==> src/rtl/ex_muldiv_seq.sv <==
// ex_muldiv_seq: iterative RV32M multiply/divide sequencer for the EX stage.
// An accepted operation runs 32 shift-add (multiply) or restoring (divide)
// steps on operand magnitudes. One FIX cycle applies sign correction and
// divide-by-zero substitution. One DONE cycle then presents the result.
// The latency is fixed for every opcode and operand value.
module ex_muldiv_seq #(
    parameter int XLEN = 32
) (
    input  logic            clk,
    input  logic            rst,
    input  logic            start_in,
    input  logic [2:0]      op_in,
    input  logic [XLEN-1:0] rs1_in,
    input  logic [XLEN-1:0] rs2_in,
    input  logic            flush_in,
    output logic            busy_out,
    output logic            stall_out,
    output logic            done_out,
    output logic [XLEN-1:0] result_out
);

    // Sequencer states
    localparam logic [1:0] ST_IDLE = 2'd0;
    localparam logic [1:0] ST_CALC = 2'd1;
    localparam logic [1:0] ST_FIX  = 2'd2;
    localparam logic [1:0] ST_DONE = 2'd3;

    // RV32M funct3 encodings
    localparam logic [2:0] OP_MUL    = 3'b000;
    localparam logic [2:0] OP_MULH   = 3'b001;
    localparam logic [2:0] OP_MULHSU = 3'b010;
    localparam logic [2:0] OP_MULHU  = 3'b011;
    localparam logic [2:0] OP_DIV    = 3'b100;
    localparam logic [2:0] OP_DIVU   = 3'b101;
    localparam logic [2:0] OP_REM    = 3'b110;
    localparam logic [2:0] OP_REMU   = 3'b111;

    localparam logic [5:0] CNT_LAST = 6'(XLEN - 1);

    // Two's-complement negation; |0x80000000| stays 0x80000000 by construction
    function automatic logic [XLEN-1:0] neg_w(input logic [XLEN-1:0] x);
        return ~x + {{(XLEN-1){1'b0}}, 1'b1};
    endfunction

    function automatic logic [2*XLEN-1:0] neg_d(input logic [2*XLEN-1:0] x);
        return ~x + {{(2*XLEN-1){1'b0}}, 1'b1};
    endfunction

    // State and datapath registers
    logic [1:0]        state_q,  state_d;
    logic [5:0]        cnt_q,    cnt_d;
    logic [2:0]        op_q,     op_d;
    logic              sa_q,     sa_d;      // operand A was negative and signed
    logic              sb_q,     sb_d;      // operand B was negative and signed
    logic              dz_q,     dz_d;      // divide by zero captured at acceptance
    logic [XLEN-1:0]   a_q,      a_d;       // |A|: multiplicand, or dividend shifted out MSB first
    logic [XLEN-1:0]   b_q,      b_d;       // |B|: multiplier shifted out LSB first, or divisor
    logic [XLEN-1:0]   rs1_q,    rs1_d;     // raw A for REM by zero
    logic [2*XLEN-1:0] acc_q,    acc_d;     // product, or {remainder, quotient}
    logic [XLEN-1:0]   result_q, result_d;

    // Combinational helpers
    logic              acc_ok_s;
    logic              sign_a_s;
    logic              sign_b_s;
    logic [XLEN:0]     mul_sum_s;
    logic              rem_hi_s;
    logic [XLEN-1:0]   rem_lo_s;
    logic              rem_ge_s;
    logic [XLEN-1:0]   rem_nx_s;
    logic [2*XLEN-1:0] prod_s;
    logic [XLEN-1:0]   quo_s;
    logic [XLEN-1:0]   rem_s;
    logic [XLEN-1:0]   fix_result_s;
    logic [1:0]        state_nxt_s;

    // Decode which operands are treated as signed, and their sign at acceptance
    always_comb begin
        sign_a_s = 1'b0;
        sign_b_s = 1'b0;
        case (op_in)
            OP_MUL, OP_MULH, OP_DIV, OP_REM: begin
                sign_a_s = rs1_in[XLEN-1];
                sign_b_s = rs2_in[XLEN-1];
            end
            OP_MULHSU: begin
                sign_a_s = rs1_in[XLEN-1];
                sign_b_s = 1'b0;
            end
            OP_MULHU, OP_DIVU, OP_REMU: begin
                sign_a_s = 1'b0;
                sign_b_s = 1'b0;
            end
            default: begin
                sign_a_s = 1'b0;
                sign_b_s = 1'b0;
            end
        endcase
    end

    // One iteration step for each algorithm, evaluated from the current registers
    always_comb begin
        // Shift-add: add |A| into the high half when the multiplier LSB is set,
        // then shift the whole accumulator right one place.
        if (b_q[0]) begin
            mul_sum_s = {1'b0, acc_q[2*XLEN-1:XLEN]} + {1'b0, a_q};
        end else begin
            mul_sum_s = {1'b0, acc_q[2*XLEN-1:XLEN]};
        end
        // Restoring divide: the partial remainder is shifted left with the next
        // dividend bit. It can reach 33 bits, so the bit shifted out joins the
        // compare. The subtracted value always fits back into 32 bits.
        rem_hi_s = acc_q[2*XLEN-1];
        rem_lo_s = {acc_q[2*XLEN-2:XLEN], a_q[XLEN-1]};
        rem_ge_s = rem_hi_s | (rem_lo_s >= b_q);
        if (rem_ge_s) begin
            rem_nx_s = rem_lo_s - b_q;
        end else begin
            rem_nx_s = rem_lo_s;
        end
    end

    // Sign correction and result selection used in the FIX cycle
    always_comb begin
        if (sa_q ^ sb_q) begin
            prod_s = neg_d(acc_q);
            quo_s  = neg_w(acc_q[XLEN-1:0]);
        end else begin
            prod_s = acc_q;
            quo_s  = acc_q[XLEN-1:0];
        end
        if (sa_q) begin
            rem_s = neg_w(acc_q[2*XLEN-1:XLEN]);
        end else begin
            rem_s = acc_q[2*XLEN-1:XLEN];
        end
        case (op_q)
            OP_MUL:                     fix_result_s = prod_s[XLEN-1:0];
            OP_MULH, OP_MULHSU, OP_MULHU: fix_result_s = prod_s[2*XLEN-1:XLEN];
            OP_DIV, OP_DIVU: begin
                if (dz_q) begin
                    fix_result_s = {XLEN{1'b1}};
                end else begin
                    fix_result_s = quo_s;
                end
            end
            OP_REM, OP_REMU: begin
                if (dz_q) begin
                    fix_result_s = rs1_q;
                end else begin
                    fix_result_s = rem_s;
                end
            end
            default:                    fix_result_s = {XLEN{1'b0}};
        endcase
    end

    // Next-state and datapath update
    always_comb begin
        state_nxt_s = state_q;
        cnt_d       = cnt_q;
        op_d        = op_q;
        sa_d        = sa_q;
        sb_d        = sb_q;
        dz_d        = dz_q;
        a_d         = a_q;
        b_d         = b_q;
        rs1_d       = rs1_q;
        acc_d       = acc_q;
        case (state_q)
            ST_IDLE: begin
                if (start_in && !flush_in) begin
                    op_d        = op_in;
                    sa_d        = sign_a_s;
                    sb_d        = sign_b_s;
                    dz_d        = op_in[2] & (rs2_in == {XLEN{1'b0}});
                    a_d         = sign_a_s ? neg_w(rs1_in) : rs1_in;
                    b_d         = sign_b_s ? neg_w(rs2_in) : rs2_in;
                    rs1_d       = rs1_in;
                    acc_d       = {(2*XLEN){1'b0}};
                    cnt_d       = 6'd0;
                    state_nxt_s = ST_CALC;
                end else begin
                    state_nxt_s = ST_IDLE;
                end
            end
            ST_CALC: begin
                if (op_q[2]) begin
                    acc_d = {rem_nx_s, acc_q[XLEN-2:0], rem_ge_s};
                    a_d   = {a_q[XLEN-2:0], 1'b0};
                end else begin
                    acc_d = {mul_sum_s, acc_q[XLEN-1:1]};
                    b_d   = {1'b0, b_q[XLEN-1:1]};
                end
                cnt_d = cnt_q + 6'd1;
                if (cnt_q == CNT_LAST) begin
                    state_nxt_s = ST_FIX;
                end else begin
                    state_nxt_s = ST_CALC;
                end
            end
            ST_FIX:  state_nxt_s = ST_DONE;
            ST_DONE: state_nxt_s = ST_IDLE;
            default: state_nxt_s = ST_IDLE;
        endcase
    end

    // Flush aborts from any state; an aborted operation never updates the result
    always_comb begin
        if (flush_in) begin
            state_d  = ST_IDLE;
            result_d = result_q;
        end else if (state_q == ST_FIX) begin
            state_d  = state_nxt_s;
            result_d = fix_result_s;
        end else begin
            state_d  = state_nxt_s;
            result_d = result_q;
        end
    end

    // Register update with synchronous reset
    always_ff @(posedge clk) begin
        if (rst) begin
            state_q  <= ST_IDLE;
            cnt_q    <= 6'd0;
            op_q     <= 3'b000;
            sa_q     <= 1'b0;
            sb_q     <= 1'b0;
            dz_q     <= 1'b0;
            a_q      <= {XLEN{1'b0}};
            b_q      <= {XLEN{1'b0}};
            rs1_q    <= {XLEN{1'b0}};
            acc_q    <= {(2*XLEN){1'b0}};
            result_q <= {XLEN{1'b0}};
        end else begin
            state_q  <= state_d;
            cnt_q    <= cnt_d;
            op_q     <= op_d;
            sa_q     <= sa_d;
            sb_q     <= sb_d;
            dz_q     <= dz_d;
            a_q      <= a_d;
            b_q      <= b_d;
            rs1_q    <= rs1_d;
            acc_q    <= acc_d;
            result_q <= result_d;
        end
    end

    // Outputs decoded from the state register; the stall also covers the
    // acceptance cycle so the requesting instruction holds in EX.
    always_comb begin
        acc_ok_s   = (state_q == ST_IDLE) & start_in & ~flush_in;
        stall_out  = acc_ok_s | (state_q == ST_CALC) | (state_q == ST_FIX);
        busy_out   = (state_q == ST_CALC) | (state_q == ST_FIX);
        done_out   = (state_q == ST_DONE);
        result_out = result_q;
    end

endmodule

==> config.mk <==
export PLATFORM = sky130hd
export DESIGN_NAME = ex_muldiv_seq
export DESIGN_NICKNAME = d
export VERILOG_FILES = /design/src/rtl/ex_muldiv_seq.sv
export SDC_FILE = /design/constraint.sdc
export NUM_CORES = 1
export LEC_CHECK = 0
export BUFFER_PORTS_ARGS = -buffer_cell sky130_fd_sc_hd__buf_2
export CELL_PAD_IN_SITES_DETAIL_PLACEMENT = 1
export CELL_PAD_IN_SITES_GLOBAL_PLACEMENT = 1
export CORE_ASPECT_RATIO = 1.4
export CORE_UTILIZATION = 46
export DETAILED_ROUTE_END_ITERATION = 16
export PLACE_DENSITY_LB_ADDON = 0.25
export SYNTH_ARGS = -nofsm -noshare
export SYNTH_HDL_FRONTEND = slang
export SYNTH_SLANG_ARGS = --single-unit
==> constraint.sdc <==
create_clock -name clk -period 8.04 [get_ports clk]
set_input_delay 0.804 -clock clk [delete_from_list [all_inputs] [get_ports clk]]
set_output_delay 0.804 -clock clk [all_outputs]
set_load 0.1 [all_outputs]
==> flow_summary_export.csv, run 1 <==
group,metric,value,unit
synth,ys_async_sr_fraction,0,
synth,post_synth_fa_ha_maj_area_fraction,0.0565,
sta,timing_max_transition_violations_final,0,
status,result_of_the_run,"complete, no violations",
power_and_ir_drop,vdd_drop_max,0.201,mV
setup_path,r2r_setup_slack,3.84,ns
setup_path,start_kind,"flip-flop",
setup_path,path_buf_inv,1,
setup_path,timing.critical_path.slowest_stage_cell,"a21oi_1",
sta,fin_setup_tns,0,ns
floorplanning,die_area,38000,um^2
floorplanning,floorplan.initialDensity,0.467,
synth,yosys_warnings,0,
sta,timing.final.hold_violations,0,
placement,detailedPlace.worstSlack,3.84,ns
power_and_ir_drop,total_leakage_power,7.04,nW
global_route,gr-max-usage-layer,"met2",
synth,ys_dominant_reg_cell,"dfxtp_1",
setup_path,critPathKind,"flip-flop to flip-flop",
global_route,grt_util_met1,0.401,
synth,yosysUniqueCellTypes,88,
global_route,wire_length_of_the_first_global_routing_pass,112,mm
routing,via_count,18600,
global_route,globalRouteMet2Util,0.669,
synth,number_of_enable_type_register_cells_in_the_synthesized_netlist,0,
cts,clock_sinks,206,
global_route,globalRouteOverflowTotal,0,
final_layout,nFillCells,4746,
synth,synth_sequential_area_ratio,0.241,
sta,final_critical_path_setup_slack,3.84,ns
flow_run,timing.max_cap.violations,0,
routing,totalWireLength,74.1,mm
setup_path,worst_ep_required_time,8.44,ns
sta,finalCriticalPeriod,4.20,ns
routing,drt-initial-drc-count,1422,
cts,cts-htree-levels,1,
sta,finalSetupViolations,0,
synth,ys_seq_elements,206,
setup_path,setup.worst_path.end_class,"flip-flop",
synth,synth.net_count,2590,
sta,worstMarginPinSlew,1.18,ns
floorplanning,core_area,36700,um^2
routing,wire_per_inst,25.4,um
cts,cts_hold_buf,0,
setup_path,timing.critical_path.max_delay_family,"compound AO/OA/AOI/OAI gates",
synth,synth_top_family_by_area,"compound AO/OA/AOI/OAI gates",
placement,place_congestion,1.02,
sta,rsz0062_at_grt,"false",
synth,synthesis.instances,2443,
cts,cts_resizes,0,
final_layout,layout_overhead_on_the_synthesized_area,9.09,%
sta,final.period_utilization,0.522,
setup_path,worst-path-max-fanout,17,
sta,skew,0.0231,ns
worst_hold_path,worstHoldPathType,"flip-flop to flip-flop",
setup_path,worstPathCellList,"ha_1 -> nand4_1 -> nor4_1 -> o21a_1 -> o21ai_0 -> a21oi_1 -> nor2_2 -> buf_4 -> mux2_2 -> a221oi_1 -> a211oi_1",
synth,netlist_area,17100,um^2
final_layout,final_nets,2572,
sta,maxSlewHeadroom,0.212,
synth,post_synthesis_compound_gate_area_fraction,0.270,
floorplanning,io_pins,106,
synth,synth_xor_area_frac,0.0911,
cts,cts_tree,"done",
cts,clockRootBuffer,"clkbuf_16",
setup_path,timing.critical_path.slowest_cell_delay,0.70,ns
cts,clk_transition_reported_paths,0.06,ns
synth,synth_simple_gate_area_frac,0.246,
setup_path,worst-endpoint-arrival,4.60,ns
routing,number_of_nets_with_antenna_violations_after_routing,0,
floorplanning,die_w,165,um
floorplanning,core.rowCount,83,
power_and_ir_drop,power_density,179,nW/um^2
floorplanning,die-height,230,um
global_route,first_global_vias,18900,
placement,place_hpwl,56.4,mm
routing,via_count_normalized_by_instance_count,6.39,
cts,insertion_delay,0.58,ns
sta,fmaxAchievable,238,MHz
routing,drtPass1Iterations,5,
cts,cts_made_buffers,25,
placement,io_buffer_count,105,
synth,synth.avg_cell_area,7.00,um^2
global_route,grt_max_degree,80,
cts,cts.path.max_buffers,3,
global_route,gr-usage-met3,0.0556,
cts,post_cts_buffers,0,
routing,post-route-drc-count,0,
synth,synth.area.mux_share,0.0393,
global_route,grtUsageTotal,0.387,
global_route,antenna_violations_before_repair,3,
final_layout,fraction_of_final_layout_cells_with_drive_strength_greater_than_1,0.106,
==> tightest hold or removal path, cell delays in order, from the launching register on <==
cell	delay [ns]
dfxtp_1	0.31
nand2_1	0.05
nand2_1	0.04
==> kinds of logic (layout without fill, tap and decap cells) <==
| group | after synthesis | after routing |
|---|---|---|
| AOI/OAI and AO/OA | 753 | 753 |
| xor gates and xnor gates | 178 | 178 |
| adders and majority gates | 76 | 76 |
| buffers and inverters | 249 | 250 |
| DFF | 206 | 206 |
| muxes | 62 | 62 |
| other | 0 | 3 |
| and+or+nand+nor | 919 | 919 |
==> Yosys cell counts (all sizes together), types with 27 or more instances <==
library cell | n | share of area
nor3 | 75 | 0.022
o211ai | 39 | 0.017
nand3 | 68 | 0.020
dfxtp | 206 | 0.24
a211oi | 32 | 0.014
xnor2 | 108 | 0.055
clkbuf | 157 | 0.034
xor2 | 70 | 0.036
mux2 | 41 | 0.027
inv | 67 | 0.015
nand2 | 368 | 0.081
o21ai | 147 | 0.043
ha | 74 | 0.054
a21oi | 316 | 0.092
a221oi | 27 | 0.014
nor2 | 228 | 0.051
==> where the power goes <==
part	internal (W)	switching [W]	total [W]	leakage, nW
logic	0.000348	0.000630	0.000978	4.94
clock network	0.000717	0.000506	0.00122	0.417
registers	0.00106	0.0000838	0.00114	1.68
==> cell type report <==
cell class,instances,area (um^2),share of cell area
flip-flops and latches,206,4130,0.221
inverters,70,263,0.0141
clock buffers,32,662,0.0355
repair buffers,134,749,0.0402
clock inverters,14,198,0.0106
multi-input cells,1988,12100,0.647
well taps,467,584,0.0313
diodes,3,7.51,0.000402
==> metal layers <==
metal | vias up | wire length [um]
met2 | 588 | 36600
met4 | 0 | 7430
met5 | - | 0
li1 | 8669 | -
met3 | 269 | 3240
met1 | 9085 | 26900
==> per-stage QoR <==
| stage | hold slack, ns | area [um^2] | power, W | std cells | utilization |
|---|---|---|---|---|---|
| 6_report | 0.453 | 18700 | 0.00335 | 2914 | 0.509 |
| 5_1_grt | 0.474 | 18700 | 0.00347 | 2911 | 0.509 |
| 4_1_cts | 0.459 | 18700 | 0.00334 | 2911 | 0.509 |
| 3_5_place_dp | 0.450 | 17800 | 0.00212 | 2865 | 0.485 |
| 3_3_place_gp | 0.420 | 17800 | 0.00210 | 2865 | 0.485 |
| 2_1_floorplan | 0.431 | 17100 | 0.00180 | 2443 | - |
==> flip-flops by register name, indices dropped and copies added (netlist names), named ones only <==
| name | flops |
|---|---|
| cnt_q | 6 |
| a_q | 32 |
| dz_q | 1 |
| sa_q | 1 |
| rs1_q | 32 |
| op_q | 3 |
| b_q | 32 |
| state_q | 1 |
| sb_q | 1 |
| acc_q | 64 |
| result_out | 32 |
==> cell usage in the layout (no fill, tap or decap), types with 14 or more instances in the layout <==
master     Yosys  routed
clkbuf_16      0      25
a211oi_1      32      32
o31ai_1       25      25
inv_1         67      67
a21oi_1      316     316
nand4_1       18      18
xnor2_1      108     107
nor2b_1       15      14
nor2_1       225     222
nand2_1      368     368
buf_2          6     104
nor4_1        22      22
mux2i_1       21      21
nand3_1       68      68
nand2b_1      22      22
xor2_1        70      69
or3_1         23      23
a31oi_1       26      26
ha_1          74      73
o21bai_1      16      16
nor3_1        74      74
mux2_2        41      41
o21ai_0      135     135
or2_2         16      16
o211ai_1      39      39
a21o_1        19      19
a221oi_1      27      27
dfxtp_1      206     205
buf_4          1      29
==> path summary, 6_finish.rpt <==
kind | start | endpoint | cells past startpoint
worst min-delay path | result_out[13] | result_out[13] | 2
worst min register to register | result_out[13] | result_out[13] | 2
worst max register to register | acc_q[42] | acc_q[48] | 11
worst max-delay path | acc_q[42] | acc_q[48] | 11
Power figures use the tool's default switching activity.
==> run 2: changes to the inputs <==
ABC_AREA = 1   (was default)
CORE_UTILIZATION = 39   (was 46)
clock period = 3.8 ns   (was 8.04 ns; I/O delays follow)
==> flow_summary_export.csv, run 2 <==
group,metric,value,unit
final_layout,most_common_cell_after_layout_fill_and_taps_aside,"nand2_1",
final_layout,fraction_of_final_layout_cells_with_drive_strength_greater_than_1,0.0792,
synth,ys_async_sr_fraction,0,
synth,synth.net_count,3576,
global_route,grtUsageTotal,0.418,
synth,ys_seq_elements,206,
setup_path,setup.worst_path.end_class,"flip-flop",
setup_path,start_kind,"flip-flop",
cts,cts.path.max_buffers,3,
power_and_ir_drop,total_leakage_power,10.4,nW
final_layout,layout_overhead_on_the_synthesized_area,10.4,%
routing,drtPass1Iterations,5,
placement,placed_cell_area,20500,um^2
global_route,wire_length_of_the_first_global_routing_pass,156,mm
cts,cts_hold_buf,0,
final_layout,fin_area,21400,um^2
setup_path,timing.critical_path.slowest_cell_delay,0.80,ns
sta,fmaxAchievable,315,MHz
synth,synth_top_area_frac,0.213,
final_layout,final_nets,3629,
final_layout,final_cell_mix,"934 x nand2_1, 430 x nor2_1, 403 x inv_1, 336 x a21oi_1, 288 x nand3_1",
global_route,globalRouteOverflowTotal,0,
final_layout,largest_register_ffs,64,
setup_path,path_common_cell,"nand2_1",
sta,fin_setup_tns,0,ns
synth,synth_area_leader_cell,"dfxtp_1",
floorplanning,die-height,265,um
sta,maxSlewHeadroom,0.142,
sta,final.period_utilization,0.837,
synth,synth.avg_cell_area,5.64,um^2
synth,synth_simple_gate_area_frac,0.378,
synth,ys_dominant_reg_cell,"dfxtp_1",
synth,synth_sequential_area_ratio,0.213,
synth,synthesis.instances,3429,
synth,netlist_area,19300,um^2
placement,detailedPlace.worstSlack,0.754,ns
routing,totalWireLength,107,mm
sta,skew,0.0305,ns
global_route,first_global_vias,24900,
placement,place_congestion,1.09,
floorplanning,io_pins,106,
cts,cts_tree,"done",
floorplanning,die_area,50500,um^2
floorplanning,core_area,49000,um^2
synth,yosysUniqueCellTypes,50,
power_and_ir_drop,power_density,401,nW/um^2
sta,timing.final.hold_violations,0,
setup_path,worst-endpoint-arrival,3.64,ns
setup_path,r2r_setup_slack,0.62,ns
cts,clk_transition_reported_paths,0.07,ns
synth,synth_top_family_by_area,"simple AND/OR/NAND/NOR gates",
cts,insertion_delay,0.58,ns
setup_path,worst_ep_required_time,4.27,ns
cts,clockRootBuffer,"clkbuf_16",
sta,timing_max_transition_violations_final,0,
synth,synth.top_cells.by_count,"934 x nand2_1, 431 x nor2_1, 405 x inv_1",
cts,cts_resizes,0,
cts,post_cts_buffers,0,
synth,number_of_enable_type_register_cells_in_the_synthesized_netlist,0,
global_route,antenna_violations_before_repair,2,
global_route,grt_max_degree,73,
setup_path,worstPathCellList,"ha_1 -> a21oi_1 -> o21ai_1 -> a21oi_2 -> nor2_1 -> nor2_2 -> nand2_2 -> nand2_2 -> nand2_1 -> nand2_1 -> nand3_1 -> nand2_1 -> inv_1",
synth,post_synth_fa_ha_maj_area_fraction,0.0500,
synth,post_synthesis_compound_gate_area_fraction,0.217,
floorplanning,core.rowCount,96,
synth,synth.area.mux_share,0,
setup_path,timing.critical_path.slowest_stage_cell,"dfxtp_1",
setup_path,critPathKind,"flip-flop to flip-flop",
floorplanning,floorplan.initialDensity,0.395,
status,result_of_the_run,"complete, no violations",
synth,yosys-top-cells-area,"dfxtp_1 21%, nand2_1 18%, a21oi_1 8.7%",
floorplanning,die_w,190,um
cts,cts-htree-levels,1,
sta,rsz0062_at_grt,"false",
routing,drt-initial-drc-count,1905,
placement,io_buffer_count,105,
routing,post-route-drc-count,0,
routing,via_count_normalized_by_instance_count,5.90,
final_layout,largest_register,"acc_q",
routing,via_count,24400,
synth,synth_xor_area_frac,0.0286,
worst_hold_path,worstHoldPathType,"primary input to flip-flop",
routing,wire_per_inst,25.8,um
synth,yosysMostFrequentCell,"nand2_1",
placement,place_hpwl,85.0,mm
sta,worstMarginPinSlew,1.27,ns
sta,finalCriticalPeriod,3.18,ns
sta,final_critical_path_setup_slack,0.621,ns
cts,cts_made_buffers,25,
synth,yosys_warnings,0,
cts,clock_sinks,206,
power_and_ir_drop,vdd_drop_max,0.456,mV
sta,finalSetupViolations,0,
flow_run,timing.max_cap.violations,0,
setup_path,worst-path-max-fanout,17,
routing,number_of_nets_with_antenna_violations_after_routing,0,
final_layout,nFillCells,6988,
-- run 2: changes by cell type after synthesis, sizes merged, moves of 23 or more --
cell	change
or3	-24
xor2	-31
inv	+351
nand3	+221
mux2	-41
a21oi	+31
nand2b	-23
buf	+31
nor2	+217
nor3	-43
xnor2	-86
o21ai	+127
clkbuf	-68
nand2	+577
-- run 2: where the power goes --
group	total (W)	switching, W	internal [W]
Sequential	0.00249	0.000194	0.00229
Clock	0.00248	0.00107	0.00141
Combinational	0.00360	0.00262	0.000975
Total	0.00856	0.00389	0.00467
-- run 2: kinds of logic after synthesis --
logic type,after synthesis
compound gates,750
xor+xnor,61
fa+ha+maj,76
buf+inv,564
flops,206
simple gates,1772
-- run 2: area by class of cell --
type | count | area, um^2 | share of cell area
Antenna cell | 2 | 5.00 | 0.000234
Clock buffer | 36 | 737 | 0.0345
Clock inverter | 6 | 66.3 | 0.00310
Inverter | 422 | 1580 | 0.0742
Multi-Input combinational cell | 2659 | 13000 | 0.610
Sequential cell | 206 | 4120 | 0.193
Tap cell | 637 | 797 | 0.0373
Timing Repair Buffer | 168 | 1020 | 0.0477
-- run 2: final timing paths --
check | startpoint | end | depth (start not counted)
max | acc_q[52] | acc_q[60] | 13
min | rs1_in[1] | rs1_q[1] | 3
min reg2reg | b_q[26] | b_q[26] | 2
max reg2reg | acc_q[52] | acc_q[60] | 13
-- run 2: routing by layer --
layer	vias to the layer above	GRT usage	wire (um)
met1	11800	0.421	37400
met4	0	0.429	12600
met5	-	0	0
met2	878	0.709	50700
met3	417	0.0714	5840
li1	11300	-	-
-- run 2: through the flow --
| stage | hold WS, ns | utilization | instances | total power [W] |
|---|---|---|---|---|
| floorplan | 0.430 | - | 3429 | 0.00472 |
| detailed placement | 0.462 | 0.419 | 4091 | 0.00602 |
| CTS | 0.113 | 0.435 | 4133 | 0.00848 |
| global route | 0.129 | 0.436 | 4134 | 0.00895 |
| global placement | 0.453 | 0.419 | 4091 | 0.00595 |
| finish | 0.124 | 0.436 | 4136 | 0.00856 |
-- run 2: critical path, delay by kind of cell (launching register included) --
kind / cells / cell delay (ns)
AND/OR/NAND/NOR: 8 / 1.25
flip-flops: 1 / 0.80
AO/OA/AOI/OAI: 3 / 0.54
adder cells (fa/ha/maj): 1 / 0.41
buffers and inverters: 1 / 0.04
==> run 3: changes to the inputs <==
clock period = 2.8 ns   (was 3.8 ns; I/O delays follow)
==> flow_summary_export.csv, run 3 (same netlist as run 2, synthesis figures left out) <==
group,metric,value,unit
status,result_of_the_run,"complete, but fails checks",
status,violations,"setup timing",
routing,via_count,24600,
floorplanning,io_pins,106,
global_route,globalRouteOverflowTotal,0,
final_layout,largest_register,"acc_q",
global_route,grt_util_met1,0.422,
final_layout,fraction_of_final_layout_cells_with_drive_strength_greater_than_1,0.103,
global_route,grt_max_degree,73,
sta,timing_max_transition_violations_final,0,
setup_path,worst-path-max-fanout,6,
sta,maxSlewHeadroom,0.393,
final_layout,final_cell_mix,"931 x nand2_1, 428 x nor2_1, 401 x inv_1, 333 x a21oi_1, 287 x nand3_1",
power_and_ir_drop,vdd_drop_max,0.502,mV
global_route,first_global_vias,25200,
sta,timing.final.hold_violations,0,
placement,io_buffer_count,105,
sta,skew,0.0158,ns
floorplanning,core.rowCount,96,
global_route,grtUsageTotal,0.423,
routing,totalWireLength,108,mm
global_route,wire_length_of_the_first_global_routing_pass,158,mm
cts,insertion_delay,0.59,ns
sta,fmaxAchievable,357,MHz
final_layout,finish.utilization,0.452,
global_route,gr-max-usage-layer,"met2",
worst_hold_path,worstHoldPathType,"primary input to flip-flop",
sta,final_critical_path_setup_slack,-0.00196,ns
floorplanning,die_w,190,um
setup_path,worst_ep_required_time,3.33,ns
floorplanning,core_area,49000,um^2
placement,place_inst,4160,
global_route,antenna_violations_before_repair,2,
routing,drt-initial-drc-count,1586,
routing,via_count_normalized_by_instance_count,5.85,
global_route,gr-usage-met3,0.0682,
routing,wire_per_inst,25.6,um
setup_path,timing.critical_path.slowest_stage_cell,"o2111ai_1",
setup_path,critPathKind,"flip-flop to flip-flop",
routing,drtPass1Iterations,5,
placement,place_hpwl,87.0,mm
setup_path,timing.critical_path.slowest_cell_delay,0.52,ns
sta,rsz0062_at_grt,"true",
power_and_ir_drop,total_leakage_power,10.8,nW
final_layout,most_common_cell_after_layout_fill_and_taps_aside,"nand2_1",
final_layout,post_layout_cell_count,4209,
sta,final.period_utilization,1.00,
setup_path,worstPathCellList,"clkinvlp_4 -> buf_4 -> nand3_1 -> nor2_1 -> nand2_1 -> o21ai_2 -> nor2_1 -> o2111ai_1 -> nand2_1 -> inv_1",
final_layout,diode_insertion_count_for_antenna_repair,0,
setup_path,path_buf_inv,3,
final_layout,layout_overhead_on_the_synthesized_area,14.5,%
floorplanning,die_area,50500,um^2
final_layout,nFillCells,6950,
setup_path,setup.worst_path.end_class,"flip-flop",
floorplanning,die-height,265,um
cts,clockRootBuffer,"clkbuf_16",
sta,worstMarginPinSlew,0.908,ns
setup_path,timing.critical_path.max_delay_family,"compound AO/OA/AOI/OAI gates",
routing,number_of_nets_with_antenna_violations_after_routing,0,
cts,cts.path.max_buffers,3,
placement,place_congestion,1.05,
final_layout,final_nets,3701,
floorplanning,floorplan.initialDensity,0.395,
final_layout,largest_register_ffs,64,
routing,post-route-drc-count,0,
flow_run,timing.max_cap.violations,0,
power_and_ir_drop,power_density,545,nW/um^2
global_route,globalRouteMet2Util,0.732,
cts,clock_sinks,206,
setup_path,start_kind,"flip-flop",
setup_path,worst-endpoint-arrival,3.33,ns
sta,finalSetupViolations,1,
cts,cts-htree-levels,1,
sta,finalCriticalPeriod,2.80,ns
cts,cts_tree,"done",
cts,cts_made_buffers,24,
cts,clk_transition_reported_paths,0.06,ns
-- run 3: cell count changes in the layout (fill, tap and decap cells not counted), moves of 3 or more --
cell and delta:
dlygate4sd3_1 +3, a21oi_2 +3, nand2_1 -3, clkbuf_8 -3
buf_12 +7, nand2_4 +3, dfxtp_1 -4, a21oi_1 -3
buf_4 +63, bufinv_16 +3
-- run 3: worst paths after layout --
check                           slack (ns)            end       from  depth (start not counted)
worst max-delay path                -0.002  result_out[1]  acc_q[31]                         10
worst min-delay path                  0.02     state_q[0]   flush_in                          4
worst max register to register      -0.002  result_out[1]  acc_q[31]                         10
worst min register to register        0.46      rs1_q[31]  rs1_q[31]                          2
-- run 3: final cells by class --
type | count | area, um^2 | area share
clock inverter | 10 | 165 | 0.00746
sequential | 206 | 4130 | 0.187
inverter | 422 | 1590 | 0.0719
tap | 637 | 797 | 0.0360
clock buffer | 34 | 688 | 0.0311
multi-input combinational | 2659 | 13100 | 0.592
timing repair buffer | 241 | 1660 | 0.0750
-- run 3: tightest hold or removal path: cells and delay by family --
kind	cells	cell delay (ns)
buffers and inverters	1	0.11
AO/OA/AOI/OAI	2	0.11
AND/OR/NAND/NOR	1	0.06
-- run 3: per-layer routing --
metal	wire length, um	vias up
met5	26	-
met3	5310	428
li1	-	11500
met1	37800	11900
met4	12900	4
met2	51700	818
-- run 3: stage by stage --
step,setup slack (ns),total power (W),setup TNS [ns],hold slack (ns),cell area [um^2]
after floorplan,0.415,0.00640,0,0.420,19300
after global placement,-0.141,0.00826,-0.806,0.449,21100
after detailed placement,-0.109,0.00837,-0.640,0.452,21100
after CTS,0.0335,0.0119,0,0.00471,22000
after global routing,-0.0326,0.0126,-0.0620,0.0276,22100
final,-0.00196,0.0121,-0.00196,0.0176,22100
-- run 3: where the power goes --
| part | internal (W) | switching, W | leakage, nW |
|---|---|---|---|
| logic | 0.00150 | 0.00368 | 8.70 |
| clock network | 0.00208 | 0.00146 | 0.421 |
| registers | 0.00311 | 0.000240 | 1.69 |
| total | 0.00669 | 0.00538 | 10.8 |
-- run 3: timing repair --
| item | in CTS | in global routing |
|---|---|---|
| endpoints found under the setup margin | 13 | 48 |
| setup buffers | 0 | 2 |
| hold endpoints to repair | 3 | 0 |
| resized for setup | 4 | 26 |
| hold buffers | 3 | 0 |
